`src/rtl/bus_arbiter.sv`:
```
// Two-master round-robin arbiter for a single shared peripheral bus.
// One access per grant, a one-cycle turnaround after each access, and a slave wait timeout.
module bus_arbiter #(
   parameter int unsigned AW      = 32,
   parameter int unsigned DW      = 32,
   parameter int unsigned TIMEOUT = 255
) (
   input  logic          clk,
   input  logic          rst,
   input  logic          m0_write,
   input  logic          m0_read,
   input  logic [AW-1:0] m0_address,
   input  logic [DW-1:0] m0_dout,
   output logic [DW-1:0] m0_din,
   output logic          m0_ready,
   output logic          m0_err,
   input  logic          m1_write,
   input  logic          m1_read,
   input  logic [AW-1:0] m1_address,
   input  logic [DW-1:0] m1_dout,
   output logic [DW-1:0] m1_din,
   output logic          m1_ready,
   output logic          m1_err,
   output logic          s_write,
   output logic          s_read,
   output logic [AW-1:0] s_address,
   output logic [DW-1:0] s_dout,
   input  logic [DW-1:0] s_din,
   input  logic          s_ready,
   // Debug view of the FSM: 0 IDLE, 1 GRANT0, 2 GRANT1, 3 TURN
   output logic [1:0]    state_dbg
);

   // Handshake: a master raises write/read and holds it, with address and data stable,
   // until the cycle its ready is high; ready is a one-cycle completion pulse.
   typedef enum logic [1:0] {
      IDLE   = 2'd0,
      GRANT0 = 2'd1,
      GRANT1 = 2'd2,
      TURN   = 2'd3
   } state_t;

   localparam logic [7:0] TIMEOUT_CNT = 8'(TIMEOUT);

   state_t     state;
   logic       last_grant;
   logic [7:0] wait_cnt;

   logic req0, req1;
   logic granted, sel1;
   logic sel_write, sel_read;
   logic timed_out, done;

   assign req0 = m0_write | m0_read;
   assign req1 = m1_write | m1_read;

   // Reset gates the bus combinationally so an access in flight never completes.
   assign granted   = ((state == GRANT0) || (state == GRANT1)) && !rst;
   assign sel1      = (state == GRANT1);
   assign sel_write = sel1 ? m1_write : m0_write;
   assign sel_read  = sel1 ? m1_read  : m0_read;
   assign timed_out = granted && !s_ready && (wait_cnt == TIMEOUT_CNT);
   assign done      = granted && (s_ready || timed_out);

   always_ff @(posedge clk) begin
      if (rst) begin
         state      <= IDLE;
         last_grant <= 1'b1;
         wait_cnt   <= 8'd0;
      end else begin
         case (state)
            IDLE: begin
               if (req0 && (!req1 || last_grant)) begin
                  state      <= GRANT0;
                  last_grant <= 1'b0;
                  wait_cnt   <= 8'd0;
               end else if (req1) begin
                  state      <= GRANT1;
                  last_grant <= 1'b1;
                  wait_cnt   <= 8'd0;
               end
            end
            GRANT0, GRANT1: begin
               if (done) state <= TURN;
               else      wait_cnt <= wait_cnt + 8'd1;
            end
            default: state <= IDLE;
         endcase
      end
   end

   always_comb begin
      s_write   = granted && sel_write;
      s_read    = granted && sel_read && !sel_write;
      s_address = '0;
      s_dout    = '0;
      if (granted) begin
         s_address = sel1 ? m1_address : m0_address;
         s_dout    = sel1 ? m1_dout    : m0_dout;
      end
   end

   // Read data only passes on a normal completion; a timeout returns zero.
   always_comb begin
      m0_ready = done && !sel1;
      m1_ready = done && sel1;
      m0_err   = timed_out && !sel1;
      m1_err   = timed_out && sel1;
      m0_din   = (granted && !sel1 && s_ready) ? s_din : '0;
      m1_din   = (granted && sel1 && s_ready)  ? s_din : '0;
   end

   assign state_dbg = state;

endmodule

```
`config.mk`:
```
export PLATFORM = sky130hd
export DESIGN_NAME = bus_arbiter
export DESIGN_NICKNAME = d
export VERILOG_FILES = /design/src/rtl/bus_arbiter.sv
export SDC_FILE = /design/constraint.sdc
export NUM_CORES = 1
export LEC_CHECK = 0
export CORE_AREA = 3 3 117 119
export DETAILED_ROUTE_END_ITERATION = 10
export DIE_AREA = 0 0 120 122
export GPL_ROUTABILITY_DRIVEN = 0
export GPL_TIMING_DRIVEN = 0
export REMOVE_ABC_BUFFERS = 1
export SLEW_MARGIN = 15
export SYNTH_ARGS = -nofsm -noshare
export SYNTH_HDL_FRONTEND = slang
export SYNTH_SLANG_ARGS = --single-unit
```
`constraint.sdc`:
```
create_clock -name clk -period 2.23 [get_ports clk]
set_input_delay 0.5575 -clock clk [delete_from_list [all_inputs] [get_ports clk]]
set_output_delay 0.5575 -clock clk [all_outputs]
set_load 0.05 [all_outputs]
```
======== Word level (Yosys, flattened, before mapping) ========
Cells that the tools add are included.
cells by class
  reduce and logical (&&, ||, !) cells .... 31
  bitwise logic cells ..................... 2
  muxes and demuxes ....................... 18
  equality and inequality tests ........... 6
  add/subtract/negate cells ............... 1
operator list
  operator                                       number
  two-way mux 32 bit                             6
  two-way mux 8 bit                              3
  logical AND 1 bit                              16
  one-hot mux 8 bit (2 select lines)             1
  adder 8 x 1 -> 8 bit, second input constant    1
  == test 8 bit, second input constant           1
  two-way mux 2 bit                              3
  zero test 1 bit                                5
  two-way mux 1 bit                              4
  inequality test 2 bit, second input constant   2
  one-hot mux 2 bit (2 select lines)             1
  AND reduction 2 bit                            2
  nonzero test 2 bit                             2
  logical OR 1 bit                               3
  inequality test 3 bit, second input constant   1
  AND reduction 3 bit                            1
  == test 2 x 1 -> 1 bit, second input constant  1
  == test 2 bit, second input constant           1
  zero test 2 bit                                1
  OR 1 bit                                       2
  OR reduction 2 bit                             1
word-level totals
  output and inout port bits .............. 136
  word-level logic and storage cells ...... 61
  bits in registers ....................... 11
  bits of input ports ..................... 167

======== Depth between registers and ports, before layout ========
  depth in word-level cells ............... 9
  depth in mapped cells ................... 8
  gate-level depth less buffers ........... 6

======== Worst setup path after synthesis ========
Ideal clock, no wire load.
  kind .................................... flip-flop to output port
  start ................................... register state[0], in the netlist state_dbg[0]
  end ..................................... output m0_ready
  required time ........................... 1.673 ns
  data arrival time ....................... 3.078 ns
  slack ................................... -1.406 ns
  stages on the path, launching flop included .. 9
  path through ............................ dfxtp_1 inv_1 ha_1 nand2b_1 buf_2 or4_4 buf_6 nor3_2 or2_1
on the way
  longest elaborated chain between the ends .. 8
  elaborated cells between the ends (all ways) .. 10
  classes of those cells .................. 2 x eq/ne; 8 x reduce/logical
RTL lines
  what                                                     line    text
  from (decl)                                              45      state_t state;
  from (signal assigned)                                   67      state <= IDLE;
  from (signal assigned)                                   74      state <= GRANT0;
  from (signal assigned)                                   78      state <= GRANT1;
  == test 2 x 1 -> 1 bit or == test 2 bit (tied branches)  58, 59
  logical OR 1 bit                                         58      assign granted = ((state == GRANT0) || (state == GRANT1)) && !rst;
  logical AND 1 bit                                        58
  logical AND 1 bit (2 in a row)                           62      assign timed_out = granted && !s_ready && (wait_cnt == TIMEOUT_CNT);
  logical OR 1 bit                                         63      assign done = granted && (s_ready || timed_out);
  logical AND 1 bit                                        63
  logical AND 1 bit *                                      105     m0_ready = done && !sel1;
  to (decl)                                                15      output logic m0_ready,
Every way passes the cells marked *; elsewhere a longest branch is shown, timed or not.

======== Worst setup path in the final report ========
  start ................................... register state[1], in the netlist state_dbg[1]
  end ..................................... output m0_din[20]
on the way
  longest elaborated chain between the ends .. 6
  elaborated cells between the ends (all ways) .. 8
  classes of those cells .................. 2 x eq/ne; 1 x mux; 5 x reduce/logical
RTL lines
  what                                                     line    text
  == test 2 x 1 -> 1 bit or == test 2 bit (tied branches)  58, 59
  logical OR 1 bit                                         58
  logical AND 1 bit                                        58
  logical AND 1 bit * (2 in a row)                         109     m0_din = (granted && !sel1 && s_ready) ? s_din : '0;
  two-way mux 32 bit *                                     109
  to (decl)                                                14      output logic [DW-1:0] m0_din,
Marks and branches as above.

==> impl.org <==
** Synth
- The Yosys step of the flow raised 0 warnings.
- The synthesized design devotes to its leading area cell type 29.8% of total area.
- Number of distinct library cells after synthesis :: 41
- The synthesized netlist occupies a cell area of 2180 sq um.
- Counting flops with an async set or reset pin after synthesis yields a share of 0%.
- The synthesized design contains 11 register bits.
- Sequential cell area fraction in the yosys report :: 10.1%
- The largest total area in the synthesized netlist belongs to mux2i_1.
- Number of enable flip-flop cells after synthesis :: 0
- In the synthesized netlist, the number of instances is 314.
- By area the synthesized netlist is led by mux2i_1 30%, nor2_1 12%, dfxtp_1 10%.
- Post-synthesis average cell area :: 6.96 sq um
- For this run, the leading register cell type out of synthesis is dfxtp_1.

** Drt
- Using the TritonRoute via totals, the vias-per-cell ratio works out to 4.59.
- Across all layers, the routed design uses 3871 vias.
- Detailed Routing Iterations Pass 1 :: 6
- Number of nets still failing antenna checks after routing :: 0
- After detailed routing, the number of remaining DRC violations is 0.
- The routed design has 18100 um of wire.
- After the first detailed-routing iteration, the DRC count stood at 161.
- In the final routed layout, each cell accounts on average for 21.5 um.

** Critical path
- STA classifies the critical path endpoint as a primary output.
- Ordered list of cells on the worst path :: inv_4 -> ha_4 -> buf_4 -> and3b_4 -> and2b_4 -> and2_1 -> buf_6
- Data arrives at the worst endpoint at 1980 ps.
- In this run the worst path has a maximum fanout of 8.
- The kind of cell with the highest combined delay along the critical path is simple AND/OR/NAND/NOR gates.
- Slowest cell on the critical path :: dfxtp_4
- Type of origin of the critical path :: register
- In this design, the stage delay of the slowest critical-path cell is 370 ps.
- Cell depth of the worst flop-to-flop path :: 9
- Counting both buffers and inverters, the worst setup path holds a total of 3.
- The worst register-to-register path has a setup slack of -70 ps.
- Critical path required time :: 1670 ps
- In this run the number of cells on the critical path is 7.
- Path type of the worst setup path :: reg -> out

** Floorplan
- 303 I/O pins were placed.
- The die covers 14600 sq um.
- The floorplan step set the die width to 120 um.
- Floorplan die height :: 122 um
- Cell Rows :: 41
- Starting utilization of the core area :: 17.2%
- The floorplan step defined a core boundary enclosing 12700 sq um.

** Clock tree
- Clock transition at the register clock pins on the worst setup and hold paths after CTS :: 40 ps
- Hold buffer count at CTS :: 0
- The root buffer cell chosen for the clock tree is clkbuf_16.
- In this run the number of H-tree levels came out at 1.
- CTS Sinks :: 11
- Counting along the longest clock path gives a buffer depth of 2.
- Clock tree from TritonCTS :: built
- Clock latency on the worst-skew pair, taken at its later pin, is 240 ps.
- Total clock buffers created by CTS :: 3

** GRT
- Final global-route overflow total :: 0
- The first global-routing pass estimated 23100 um of wire.
- For met2 alone, demand over resource in global routing was 39.2%.
- For met1 alone, demand over resource in global routing was 22.8%.
- GR Layer Usage met3 :: 8.03%
- Largest net degree at the start of global routing :: 20
- The initial antenna violation count was 0.
- Via count of the first global-routing pass :: 3657
- Combined global-route utilization of all metal layers :: 20.9%
- Most congested layer reported by global routing :: met2

** STA
- Peak Freq :: 395 MHz
- Setup violation total in the final timing report :: 134
- After layout, the worst path uses 114% of the clock period.
- The worst pin sits at a relative slew slack of 61.5%.
- Unrepaired setup endpoints after global routing :: true
- After layout, the minimum clock period comes to 2530 ps.
- Number of hold violations in the final report :: 0
- Sum of negative setup slack :: -24080 ps
- The total count of max-transition violations in the final report was 0.
- For the pin with the worst max-slew slack, the measured transition is 578 ps.
- Setup slack on the critical path of the routed design comes to -303 ps.
- Between clock sinks in the finished design, the worst skew comes to 2.59 ps.
- The tightest hold path in the finished design has a slack of 499 ps.

** Power
- Summed over all nets, the switching power comes to 4.25 mW.
- Peak ir drop on the vdd network :: 0.000823 V
- For this design the ratio of total power to cell area is 1130 nW/um^2.
- For this design the static power due to leakage is 3.06 nW.
- Logic gate share of total power :: 92.5%
- Internal power comes to 4.02 mW.
- The clock network accounts for 4.0% of the total power.
- Net switching is 51.4% of the power.
- Share of total power in sequential cells :: 3.5%

** Finish
- The multi-input combinational cells in the finished layout cover a total of 2560 sq um.
- The number of antenna diodes in the final layout is 0.
- Fraction of layout instances using a drive strength above 1 :: 49.9%
- After the last flow step, the layout net total stands at 843.
- Summing all flip-flop and latch instances after layout gives 234 sq um.
- Fillcell total :: 1041
- Syn-to-layout area delta :: 236%

** Status
- The checks that failed: negative setup slack.
- Status :: finished, violations left

** Placed design
- The count of buffers added on input and output ports is 302.
- Post-DP HPWL :: 11300 um

** Hold path
- Along the worst hold path, the cell count comes to 1.
- In this run the worst hold path is classified as reg -> reg.

** Job
- Reported max-cap violation count :: 0
[cell type report]
class	count	share of cell area, %
tap	172	2.93
sequential	11	3.19
timing repair buffer	368	57.7
inverter	5	0.324
multi-input combinational	283	34.8
clock buffer	4	1.07
[final timing paths]
| path | from | endpoint |
|---|---|---|
| worst max-delay path | state_dbg[1] | m0_din[20] |
| worst min-delay path | wait_cnt[7] | wait_cnt[7] |
| worst max register to register | state_dbg[1] | wait_cnt[5] |
| worst min register to register | wait_cnt[7] | wait_cnt[7] |
[per-layer routing]
layer / part of all wire, % / vias to the layer above / wire (um)
li1: - / 1834 / -
met1: 37 / 1807 / 6760
met2: 51 / 210 / 9250
met3: 9.9 / 20 / 1800
met4: 1.6 / 0 / 292
met5: 0 / - / 0
[cell usage after synthesis, types with 2 or more instances]
cell type  count
a21oi_1        5
and3_1        34
a311oi_1       5
mux2i_1       65
a21o_1         2
clkbuf_1      14
nand3b_1       2
o2111ai_1      2
o21ai_0        5
dfxtp_1       11
nor2_1        72
buf_2          8
and2_1        33
buf_1          6
ha_1           4
a211o_1        3
nand2b_1       3
nor3_1         3
inv_1          5
a31oi_1        4
nand2_1        8
[registers in the layout (all words and copies together), names as in the netlist]
name and cells:
state_dbg 2, wait_cnt 8, last_grant 1
[cell families (layout without fill, tap and decap cells)]
kind of cell | after synthesis | in the layout | synth area share [%]
and+or+nand+nor | 170 | 184 | 41.2
muxes | 65 | 65 | 29.8
buffers and inverters | 34 | 377 | 6.64
AOI/OAI and AO/OA | 30 | 30 | 9.97
DFF | 11 | 11 | 10.1
adders and majority gates | 4 | 4 | 2.29
[cells in the final DEF, fill, tap and decap left out, types with 4 or more instances in the layout]
cell,count
clkdlybuf4s50_1,164
buf_6,102
buf_8,47
mux2i_1,43
nor2_1,34
buf_4,27
nor2_4,26
and3_1,26
and2_4,24
buf_12,14
mux2i_2,12
nor2_2,12
mux2i_4,10
and2_1,9
and3_4,8
nand2_1,8
nand2b_4,7
buf_16,7
dfxtp_1,6
o21ai_0,5
a311oi_1,5
and2b_4,4
a21oi_1,4
a31oi_1,4
clkbuf_16,4
[worst reg2reg max path: cells and delay by family, from the launching register on]
family                     cells  cell delay, ps
DFF                            1             370
adders and majority gates      1             290
AOI/OAI and AO/OA              1             320
buffers and inverters          4             460
and+or+nand+nor                3             760
[repair_timing]
| item | in CTS | in global routing |
|---|---|---|
| buffers inserted | 34 | 25 |
| pin swaps | 10 | 28 |
| gates cloned | 17 | 6 |
| resized for setup | 898 | 325 |
| endpoints found under the setup margin | 144 | 139 |
[through the flow]
step | power [mW] | std cells | area (sq um) | worst slack, ps | utilization (%)
after floorplan | 3.34 | 285 | 2060 | -3020 | -
after global placement | 4.62 | 759 | 5300 | -4050 | 41.8
after CTS | 6.88 | 816 | 6060 | -295 | 47.8
after global routing | 8.60 | 843 | 7340 | -365 | 57.9
final | 8.28 | 843 | 7340 | -303 | 57.9
after detailed placement | 4.93 | 761 | 5360 | -2570 | 42.3
[power by group through the flow]
stage               sequential (mW)  combinational, mW  clock, mW
finish                        0.288               7.66      0.332
floorplan                     0.316               3.03          0
detailed placement            0.268               4.66          0
CTS                           0.283               6.26      0.340
global route                  0.291               7.96      0.354
global placement              0.263               4.36          0
No activity file was read; power rests on OpenSTA's default activity.
